## src/rtl/period_meter_pkg.sv

```systemverilog
// rtl/period_meter_pkg.sv - shared types and constants for the period meter
package period_meter_pkg;

  localparam int PM_CNT_W = 16;

  typedef enum logic [1:0] {
    IDLE    = 2'd0,
    MEASURE = 2'd1,
    TIMEOUT = 2'd2
  } pm_state_t;

  // Result record at the default counter width.
  typedef struct packed {
    logic [PM_CNT_W-1:0] period;
    logic [PM_CNT_W-1:0] high_time;
    logic                overrun;
  } pm_result_t;

endpackage

```

## src/rtl/sync_edge_det.sv

```systemverilog
// rtl/sync_edge_det.sv - multi-stage synchronizer with rising-edge detector
module sync_edge_det #(
  parameter int STAGES = 2
) (
  input  logic clk,
  input  logic rst,
  input  logic din,
  output logic lvl,
  output logic rise
);

  logic [STAGES-1:0] sync_q;
  logic              prev_q;

  always_ff @(posedge clk or posedge rst) begin
    if (rst) begin
      sync_q <= '0;
      prev_q <= 1'b0;
    end else begin
      sync_q <= {sync_q[STAGES-2:0], din};
      prev_q <= sync_q[STAGES-1];
    end
  end

  assign lvl  = sync_q[STAGES-1];
  assign rise = lvl & ~prev_q;

endmodule

```

## src/rtl/period_meter.sv

```systemverilog
// rtl/period_meter.sv - period and high-time meter for a slow asynchronous square wave
module period_meter
  import period_meter_pkg::*;
#(
  parameter int CNT_W       = PM_CNT_W,
  parameter int SYNC_STAGES = 2
) (
  input  logic             clk,
  input  logic             rst,
  input  logic             f_in,
  output logic             m_valid,
  input  logic             m_ready,
  output logic [CNT_W-1:0] period,
  output logic [CNT_W-1:0] high_time,
  output logic             overrun,
  output logic             timeout
);

  localparam logic [CNT_W-1:0] CNT_SAT = '1;

  logic             lvl;
  logic             rise;
  pm_state_t        state_q;
  pm_state_t        state_d;
  logic [CNT_W-1:0] cnt_q;
  logic [CNT_W-1:0] hcnt_q;
  logic             load;
  logic             capture;
  logic             count;

  sync_edge_det #(
    .STAGES(SYNC_STAGES)
  ) u_sync (
    .clk (clk),
    .rst (rst),
    .din (f_in),
    .lvl (lvl),
    .rise(rise)
  );

  always_ff @(posedge clk or posedge rst) begin
    if (rst) state_q <= IDLE;
    else     state_q <= state_d;
  end

  // Saturation is decided one step ahead so timeout rises together with cnt hitting the limit.
  always_comb begin
    state_d = state_q;
    case (state_q)
      IDLE:    if (rise) state_d = MEASURE;
      MEASURE: if (!rise && cnt_q == CNT_SAT - CNT_W'(1)) state_d = TIMEOUT;
      TIMEOUT: if (rise) state_d = MEASURE;
      default: state_d = IDLE;
    endcase
  end

  always_comb begin
    load    = 1'b0;
    capture = 1'b0;
    count   = 1'b0;
    case (state_q)
      IDLE, TIMEOUT: load = rise;
      MEASURE: begin
        load    = rise;
        capture = rise;
        count   = !rise;
      end
      default: ;
    endcase
  end

  // The edge cycle itself is high, hence the reload to 1 for both counters.
  always_ff @(posedge clk or posedge rst) begin
    if (rst) begin
      cnt_q  <= '0;
      hcnt_q <= '0;
    end else if (load) begin
      cnt_q  <= CNT_W'(1);
      hcnt_q <= CNT_W'(1);
    end else if (count) begin
      cnt_q <= cnt_q + CNT_W'(1);
      if (lvl) hcnt_q <= hcnt_q + CNT_W'(1);
    end
  end

  always_ff @(posedge clk or posedge rst) begin
    if (rst) timeout <= 1'b0;
    else     timeout <= (state_d == TIMEOUT);
  end

  always_ff @(posedge clk or posedge rst) begin
    if (rst) begin
      m_valid   <= 1'b0;
      period    <= '0;
      high_time <= '0;
      overrun   <= 1'b0;
    end else if (capture) begin
      period    <= cnt_q;
      high_time <= hcnt_q;
      overrun   <= m_valid & ~m_ready;
      m_valid   <= 1'b1;
    end else if (m_ready) begin
      m_valid <= 1'b0;
    end
  end

endmodule

```

## config.mk

```make
export PLATFORM = sky130hd
export DESIGN_NAME = period_meter
export DESIGN_NICKNAME = d
export VERILOG_FILES = /design/src/rtl/period_meter_pkg.sv /design/src/rtl/sync_edge_det.sv /design/src/rtl/period_meter.sv
export SDC_FILE = /design/constraint.sdc
export NUM_CORES = 1
export LEC_CHECK = 0
export ABC_CLOCK_PERIOD_IN_PS = 4500
export BUFFER_PORTS_ARGS = -buffer_cell sky130_fd_sc_hd__buf_2
export CORE_MARGIN = 4
export CORE_UTILIZATION = 40
export DETAILED_ROUTE_END_ITERATION = 10
export SYNTH_ARGS = -nofsm -noshare
export SYNTH_HDL_FRONTEND = slang
export SYNTH_SLANG_ARGS = --single-unit
```

## constraint.sdc

```tcl
create_clock -name clk -period 4.5 [get_ports clk]
set_clock_uncertainty 0.2 [all_clocks]
set_input_delay 0.9 -clock clk [delete_from_list [all_inputs] [get_ports clk]]
set_output_delay 0.9 -clock clk [all_outputs]
set_load 0.005 [all_outputs]
```

==> results_dict.tcl, run 1 <==
set metrics [dict create \
    synth_edf_count 0 \
    grt_pass1_vias 2448 \
    p_leak_nw 1.88 \
    cap_violations 0 \
    synth-seq-cells 72 \
    fmax_mhz 403 \
    area_growth_pct 16.6 \
    min_path_type "reg -> reg" \
    ys.flop_type "dfrtp_1" \
    ios 39 \
    ir_worst_vdd_uv 254 \
    num_rows 32 \
    cts_root_buffer "clkbuf_8" \
    powerDensity_nw_per_um2 432 \
    multiInputGateArea_um2 1320 \
    pre_cts_ws_ps 2020 \
    drt_iter0_drc 96 \
    vias_per_cell 5.09 \
    syn-num-nets 347 \
    hold_viol 0 \
    clockBufferDepth 2 \
    relSlewSlack_pct 27.2 \
    insertedDiodeCount 0 \
    initial_core_util_pct 41.3 \
    grt-ovfl-total 0 \
    path_cells "and2b_1 -> and2_1 -> nand2_1 -> nand2_1" \
    utilization_pct 48.1 \
    cts_tree "done" \
    synthCells 340 \
    cp_common_cell "nand2_1" \
    antenna_found_initial 0 \
    critPathMaxFanout 30 \
    die_h_um 97.5 \
    cts.sinks 72 \
    postCtsSetupRepairBufs 0 \
    start_kind "flip-flop" \
    cts_made_buffers 9 \
    crit_arrival_ps 2570 \
    hold_buffers 0 \
    drt-total-wl_mm 6.49 \
    final_nets 384 \
    rsz0062_at_grt "no" \
    place.gp.congestion 0.728 \
    ant_nets 0 \
    cp_slowest_stage_delay_ps 920 \
    post_cts_resized 0 \
    fin_crit_sh_pct 55.1 \
    yosys_warnings 0 \
    setup_tns_ps 0 \
    dieWidth_um 97.5 \
    grt_pass1_wl_mm 11.7 \
    critPathRequiredTime_ps 4590 \
    drc 0 \
    synth-seq-area-share_pct 56.2 \
    routed-via-count 2464 \
    wire_per_inst_um 13.4 \
    drtPass1Iterations 5 \
    synth_area_per_cell_um2 9.43 \
    path_class "reg -> reg" \
    core_area_um2 7770 \
    regArea_um2 1800 \
    grt_max_degree 38 \
    setup_ws_ps 2020 \
    worst_pin_slew_ps 1090 \
    min_period_ps 2480 \
    path_clk_slew_ps 70 \
    htreeDepth 3 \
    fill_cells 742 \
    dieArea_um2 9510 \
    clock_latency_ps 350 \
    status "completed" \
    grt_usage_pct 15.0 \
    async_flop_share_pct 100 \
    worst_path_max_delay_cell "and2_1" \
    finalSetupViolCount 0 \
    io_buffers 38 \
    endpoint_kind "flip-flop" \
    drv_slew 0 \
    synth_cell_types 39 \
    syn_area_um2 3210 \
    drive_gt1_share_pct 16.0 \
    hpwl_mm 4.40 \
]
## cell usage after synthesis (2+ instances only)
library cell / count / share of area (%)
nand2_1: 114 / 13
nand4_1: 5 / 0.98
a22o_1: 4 / 1.1
o21ai_0: 16 / 2.5
and3_1: 5 / 0.98
nand2b_1: 3 / 0.59
and2_1: 2 / 0.39
nand3_1: 10 / 1.6
or3_1: 7 / 1.4
inv_1: 3 / 0.35
clkbuf_1: 12 / 1.4
nor3_1: 2 / 0.31
and2b_1: 2 / 0.47
o211ai_1: 3 / 0.70
or4_1: 7 / 1.6
xnor2_1: 2 / 0.55
a21oi_1: 17 / 2.7
dfrtp_1: 72 / 56
o31ai_1: 6 / 1.4
ha_1: 3 / 1.2
buf_4: 2 / 0.47
nor2_1: 16 / 1.9
o2111ai_1: 2 / 0.55
xor2_1: 9 / 2.5
and4_1: 2 / 0.55
## stage by stage
stage | cell area [µm²] | instances | power (mW) | hold WS, ps
floorplan | 3210 | 340 | 0.896 | 131
detailed placement | 3480 | 468 | 0.969 | 137
finish | 3740 | 484 | 1.62 | 151
global placement | 3480 | 468 | 0.963 | 132
global route | 3740 | 484 | 1.70 | 175
CTS | 3740 | 484 | 1.64 | 153
## report_power, final
part | switching (mW) | internal [mW]
logic | 0.105 | 0.0766
clock network | 0.237 | 0.426
registers | 0.0630 | 0.708
## logic make-up after synthesis
kind of cell / after synthesis / synth area share, %
compound gates: 52 / 9.99
xor+xnor: 11 / 3.01
fa+ha+maj: 3 / 1.17
buf+inv: 19 / 2.73
flops: 72 / 56.2
mux: 2 / 1.17
simple gates: 181 / 25.7
## registers in the layout, indices dropped and copies added, names as in the netlist, 2 cells and up
signal / count
period: 16
state_q: 2
hcnt_q: 16
high_time: 16
u_sync.sync_q: 2
cnt_q: 16
## worst max-delay path: cells and delay by family (launching register included)
family           cells  cell delay [ps]
DFF                  1              640
and+or+nand+nor      4             1590
## layout make-up
class	count	area share [%]
clock buffers	11	3.52
clock inverters	5	3.45
inverters	3	0.301
multi-input cells	249	35.2
flip-flops and latches	72	48.2
well taps	102	3.41
repair buffers	42	5.89
## worst paths after layout
| check | start | cells past startpoint | slack (ps) | to |
|---|---|---|---|---|
| max reg2reg | state_q[0]$_DFF_PP0_ | 4 | 2020 | high_time[5]$_DFFE_PP0P_ |
| max in group asynchronous | rst | 3 | 3080 | cnt_q[10]$_DFFE_PP0P_ |
| min | u_sync.sync_q[0]$_DFF_PP0_ | 0 | 150 | u_sync.sync_q[1]$_DFF_PP0_ |
| min in group asynchronous | rst | 2 | 320 | period[11]$_DFFE_PP0P_ |
| min reg2reg | u_sync.sync_q[0]$_DFF_PP0_ | 0 | 150 | u_sync.sync_q[1]$_DFF_PP0_ |
| max | state_q[0]$_DFF_PP0_ | 4 | 2020 | high_time[5]$_DFFE_PP0P_ |
## routing by layer
| metal | vias up | track usage (%) | routed length (µm) |
|---|---|---|---|
| li1 | 1232 | - | - |
| met1 | 1176 | 20.1 | 3170 |
| met2 | 49 | 23.1 | 2950 |
| met3 | 7 | 4.52 | 274 |
| met4 | 0 | 5.43 | 87 |
| met5 | - | 0 | 0 |
## cells in the final DEF, fill, tap and decap left out, types with 3 or more instances in the layout
cell and n:
clkbuf_8 9, or3_1 7, xor2_1 9, ha_1 3
a21oi_1 17, nand3_1 10, dfrtp_1 72, or4_1 7
o211ai_1 3, nand2b_1 3, o31ai_1 6, nand2_1 114
nor2_1 16, o21ai_0 16, and3_1 5, a22o_1 4
buf_2 38, buf_4 4, bufinv_16 4, nand4_1 5
No activity file was read; power rests on OpenSTA's default activity.
==> run 2: changes to the inputs <==
--- a/config.mk
+++ b/config.mk
@@ -5,7 +5,7 @@
 export SDC_FILE = /design/constraint.sdc
 export NUM_CORES = 1
 export LEC_CHECK = 0
-export ABC_CLOCK_PERIOD_IN_PS = 4500
+export ABC_CLOCK_PERIOD_IN_PS = 2150
 export BUFFER_PORTS_ARGS = -buffer_cell sky130_fd_sc_hd__buf_2
 export CORE_MARGIN = 4
 export CORE_UTILIZATION = 40
==> constraint.sdc (replaced) <==
create_clock -name clk -period 2.15 [get_ports clk]
set_clock_uncertainty 0.2 [all_clocks]
set_input_delay 0.43 -clock clk [delete_from_list [all_inputs] [get_ports clk]]
set_output_delay 0.43 -clock clk [all_outputs]
set_load 0.005 [all_outputs]
==> results_dict.tcl, run 2 (synthesized netlist as in run 1, its figures left out) <==
set metrics [dict create \
    status "completed" \
    min_path_type "in -> reg" \
    path_buf_inv 0 \
    wire_per_inst_um 13.6 \
    fmax_mhz 489 \
    die_h_um 97.5 \
    core_area_um2 7770 \
    cpLargestDelayFamily "simple AND/OR/NAND/NOR gates" \
    area_growth_pct 17.5 \
    drt_iter0_drc 122 \
    setup_tns_ps 0 \
    path_class "reg -> reg" \
    worst_pin_slew_ps 543 \
    ios 39 \
    drt-total-wl_mm 6.79 \
    clockBufferDepth 2 \
    fin_crit_sh_pct 95.1 \
    setup_ws_ps 105 \
    start_kind "flip-flop" \
    cts.sinks 72 \
    ant_nets 0 \
    initial_core_util_pct 41.3 \
    routed-via-count 2540 \
    pre_cts_ws_ps 36.5 \
    vias_per_cell 5.10 \
    cap_violations 0 \
    grt-ovfl-total 0 \
    p_leak_nw 1.91 \
    finalSetupViolCount 0 \
    fill_cells 768 \
    antenna_found_initial 0 \
    insertedDiodeCount 0 \
    final_common_cell "nand2_1" \
    htreeDepth 3 \
    grt_pass1_wl_mm 12.1 \
    total_power_mw 2.92 \
    hpwl_mm 4.57 \
    endpoint_kind "flip-flop" \
    critPathRequiredTime_ps 2220 \
    crit_arrival_ps 2120 \
    io_buffers 38 \
    final_nets 399 \
    cts_made_buffers 9 \
    critPathMaxFanout 9 \
    clock_latency_ps 340 \
    cts_root_buffer "clkbuf_8" \
    worst_path_max_delay_cell "or4_1" \
    grt_usage_pct 15.7 \
    min_period_ps 2050 \
    dieArea_um2 9510 \
    hold_viol 0 \
    drc 0 \
    drive_gt1_share_pct 18.7 \
    powerDensity_nw_per_um2 775 \
    drtPass1Iterations 6 \
    grt_max_degree 73 \
    cts_tree "done" \
    relSlewSlack_pct 63.6 \
    path_cells "mux2_4 -> or2_1 -> or4_1 -> a21oi_1" \
    final_cell_mix "114 x nand2_1, 72 x dfrtp_1, 38 x buf_2" \
    place.gp.congestion 0.826 \
    cp_slowest_stage_delay_ps 540 \
    ir_worst_vdd_uv 529 \
    grt_pass1_vias 2495 \
    drv_slew 0 \
    rsz0062_at_grt "no" \
    path_clk_slew_ps 70 \
    dieWidth_um 97.5 \
    num_rows 32 \
]
[run 2: cell count changes in the layout (fill, tap and decap cells not counted), sizes merged]
cell / change
bufinv: -4
clkinvlp: +2
buf: +13
clkinv: +2
dlygate4sd3: +2
inv: -1
[run 2: power by group]
part / total [mW] / switching (mW) / internal (mW)
combinational: 0.434 / 0.244 / 0.190
clock: 0.889 / 0.483 / 0.407
sequential: 1.59 / 0.112 / 1.48
[run 2: metrics by stage]
stage               cell area (µm²)  cells  hold WS, ps  utilization [%]
finish                         3770    498          144             48.5
global route                   3770    498          160             48.5
detailed placement             3580    480          143             46.1
floorplan                      3210    340          131                -
global placement               3580    480          133             46.1
CTS                            3760    497          126             48.4
[run 2: final cells by class]
cell class | instances | area, µm² | area share [%]
Sequential cell | 72 | 1800 | 47.8
Multi-Input combinational cell | 249 | 1320 | 35.0
Timing Repair Buffer | 57 | 350 | 9.30
Clock buffer | 11 | 131 | 3.49
Tap cell | 102 | 128 | 3.39
Clock inverter | 4 | 22.5 | 0.598
Inverter | 3 | 15.0 | 0.399
[run 2: worst register-to-register path: cells and delay by family, from the launching register on]
family	cells	cell delay (ps)
flops	1	410
simple gates	2	880
compound gates	1	160
mux	1	320
[run 2: path summary, 6_finish.rpt]
path	end	slack [ps]	from	depth (start not counted)
min in group asynchronous	high_time[11]$_DFFE_PP0P_	500	rst	4
worst max-delay path	hcnt_q[13]$_DFFE_PP0P_	100	state_q[0]$_DFF_PP0_	4
max in group asynchronous	period[0]$_DFFE_PP0P_	900	rst	4
worst min register to register	u_sync.sync_q[1]$_DFF_PP0_	160	u_sync.sync_q[0]$_DFF_PP0_	0
worst min-delay path	m_valid$_DFFE_PP0P_	140	m_ready	3
worst max register to register	hcnt_q[13]$_DFFE_PP0P_	100	state_q[0]$_DFF_PP0_	4
[run 2: metal layers]
layer / share of wire, % / up-vias / track usage, %
met3: 4.2 / 8 / 4.67
met4: 1.3 / 0 / 4.79
met1: 48 / 1233 / 21.9
li1: - / 1254 / -
met2: 46 / 45 / 23.6
met5: 0 / - / 0
[run 2: what timing repair did]
| action | in CTS | in global routing |
|---|---|---|
| hold buffers | 2 | 0 |
| setup buffers | 0 | 1 |
| hold endpoints to repair | 41 | 0 |
| gates resized for setup | 0 | 1 |
| setup endpoints to repair | 0 | 5 |
==> run 3: changes to the inputs <==
--- a/config.mk
+++ b/config.mk
@@ -5,11 +5,14 @@
 export SDC_FILE = /design/constraint.sdc
 export NUM_CORES = 1
 export LEC_CHECK = 0
+export ABC_AREA = 1
 export ABC_CLOCK_PERIOD_IN_PS = 2150
 export BUFFER_PORTS_ARGS = -buffer_cell sky130_fd_sc_hd__buf_2
+export CORE_ASPECT_RATIO = 1.5
 export CORE_MARGIN = 4
 export CORE_UTILIZATION = 40
 export DETAILED_ROUTE_END_ITERATION = 10
+export HOLD_SLACK_MARGIN = 0.03
 export SYNTH_ARGS = -nofsm -noshare
 export SYNTH_HDL_FRONTEND = slang
 export SYNTH_SLANG_ARGS = --single-unit
==> results_dict.tcl, run 3 <==
set metrics [dict create \
    hold_depth 4 \
    min_period_ps 1790 \
    r2r-start "u_sync.sync_q[1]$_DFF_PP0_" \
    crit_arrival_ps 1820 \
    drv_slew 0 \
    worstHoldEndpoint "m_valid$_DFFE_PP0P_" \
    postCtsSetupRepairBufs 0 \
    cpLargestDelayFamily "simple AND/OR/NAND/NOR gates" \
    final_nets 469 \
    drt_iter0_drc 164 \
    cap_violations 0 \
    grt_max_degree 73 \
    p_leak_nw 1.98 \
    yosys_warnings 0 \
    critPathMaxFanout 12 \
    clockPowerShare_pct 42.4 \
    r2r_end "hcnt_q[15]$_DFFE_PP0P_" \
    clock_latency_ps 330 \
    synthCells 418 \
    power.internal_mw 2.52 \
    io_buffers 38 \
    synth_area_leader_cell "dfrtp_1" \
    fill_cells 788 \
    grt_usage_pct 16.4 \
    num_rows 40 \
    die_h_um 119 \
    pwr-share-seq_pct 47.0 \
    ant_nets 0 \
    syn-num-nets 425 \
    min_path_type "in -> reg" \
    wire_per_inst_um 12.7 \
    cts_tree "done" \
    synth.most_common_cell "nand2_1" \
    hpwl_mm 5.13 \
    powerDensity_nw_per_um2 856 \
    rsz0062_at_grt "no" \
    initial_core_util_pct 41.1 \
    synth_area_leaders "dfrtp_1 54%, nand2_1 16%, nor2_1 6.5%, o21ai_0 5.0%, inv_1 4.4%" \
    cts.sinks 72 \
    ys.flop_type "dfrtp_1" \
    insertedDiodeCount 0 \
    routed-via-count 2722 \
    finalSetupViolCount 0 \
    vias_per_cell 4.78 \
    hold_viol 0 \
    path_class "reg -> reg" \
    dieArea_um2 9820 \
    drc 0 \
    start_kind "flip-flop" \
    dieWidth_um 82.3 \
    syn_area_um2 3310 \
    fin_crit_sh_pct 83.5 \
    path_cells "nand2_2 -> nand2_2 -> nand3_2 -> nor2_1 -> nand3_1 -> nand2_1 -> nor2_1" \
    setup_tns_ps 0 \
    ios 39 \
    path_clk_slew_ps 50 \
    grt-ovfl-total 0 \
    synth_top_area_share_pct 54.5 \
    drt-total-wl_mm 7.25 \
    min_from "m_ready" \
    drtPass1Iterations 4 \
    cp_slowest_stage_delay_ps 400 \
    cts_root_buffer "clkbuf_16" \
    status "completed" \
    synth_cell_types 21 \
    synth-seq-area-share_pct 54.5 \
    synth_area_per_cell_um2 7.91 \
    htreeDepth 3 \
    async_flop_share_pct 100 \
    rrSetupSlack_ps 360 \
    utilization_pct 48.5 \
    whs_ps 163 \
    grt_pass1_wl_mm 12.3 \
    critPathRequiredTime_ps 2180 \
    relSlewSlack_pct 47.9 \
    synth_edf_count 0 \
    path_buf_inv 0 \
    cts_made_buffers 9 \
    drive_gt1_share_pct 14.2 \
    clockBufferDepth 2 \
    place.gp.congestion 0.800 \
    swShare_pct 24.6 \
    final_common_cell "nand2_1" \
    netlist_top_cells_count "145 x nand2_1, 72 x dfrtp_1, 57 x nor2_1, 39 x inv_1, 33 x o21ai_0" \
    core_area_um2 8060 \
    worst_pin_slew_ps 780 \
    r2r_cells 7 \
    ir_worst_vdd_uv 464 \
    area_growth_pct 18.2 \
    antenna_found_initial 0 \
    synth-seq-cells 72 \
    power_switching_mw 0.823 \
    worst_path_max_delay_cell "dfrtp_1" \
    comb_power_share_pct 10.6 \
    final_cell_mix "145 x nand2_1, 72 x dfrtp_1, 57 x nor2_1" \
    fmax_mhz 557 \
    endpoint_kind "flip-flop" \
    grt_pass1_vias 2626 \
]
run 3: repair_timing:
action | CTS | global route
hold buffers | 2 | 0
hold endpoints to repair | 73 | 0
gates resized for setup | 0 | 0
run 3: worst max-delay path by stage:
stage	start	to	slack (ps)	cells past startpoint
final	u_sync.sync_q[1]$_DFF_PP0_	hcnt_q[15]$_DFFE_PP0P_	360	7
after global routing	hcnt_q[1]$_DFFE_PP0P_	hcnt_q[14]$_DFFE_PP0P_	200	8
after CTS	u_sync.prev_q$_DFF_PP0_	hcnt_q[15]$_DFFE_PP0P_	350	8
after detailed placement	u_sync.prev_q$_DFF_PP0_	hcnt_q[15]$_DFFE_PP0P_	360	8
after global placement	hcnt_q[1]$_DFFE_PP0P_	hcnt_q[14]$_DFFE_PP0P_	370	8
after floorplan	hcnt_q[1]$_DFFE_PP0P_	hcnt_q[12]$_DFFE_PP0P_	630	8
run 3: kinds of logic after synthesis:
family | synth area share [%]
AO/OA/AOI/OAI | 7.60
AND/OR/NAND/NOR | 30.3
flip-flops | 54.5
buffers and inverters | 6.54
adder cells (fa/ha/maj) | 1.13
run 3: area by class of cell:
class	count	area, µm²	share of cell area (%)
well taps	105	131	3.36
clock buffers	12	246	6.30
repair buffers	44	253	6.46
inverters	41	158	4.03
multi-input cells	294	1290	33.0
clock inverters	1	30.0	0.768
flip-flops and latches	72	1800	46.1
run 3: worst min-delay path, cell delays in order:
cell,delay [ps]
buf_2,80
inv_1,30
nand2_1,60
nand2_1,50
run 3: power by group through the flow:
| stage | combinational [mW] | clock [mW] | sequential [mW] |
|---|---|---|---|
| after floorplan | 0.237 | 0 | 1.58 |
| after global placement | 0.351 | 0 | 1.59 |
| after detailed placement | 0.358 | 0 | 1.60 |
| after CTS | 0.363 | 1.47 | 1.57 |
| after global routing | 0.418 | 1.52 | 1.59 |
| final | 0.353 | 1.42 | 1.57 |
run 3: layer usage:
metal / share of wire (%) / global-route usage (%)
met1: 40 / 18.6
met2: 54 / 28.2
met3: 3.5 / 4.39
met4: 2.2 / 6.96
met5: 0 / 0
run 3: per-stage QoR:
step	worst slack (ps)	std cells	power [mW]	area (µm²)
finish	355	569	3.35	3910
global route	196	569	3.53	3910
CTS	354	569	3.41	3910
detailed placement	362	554	1.95	3610
global placement	366	554	1.94	3610
floorplan	628	418	1.82	3310
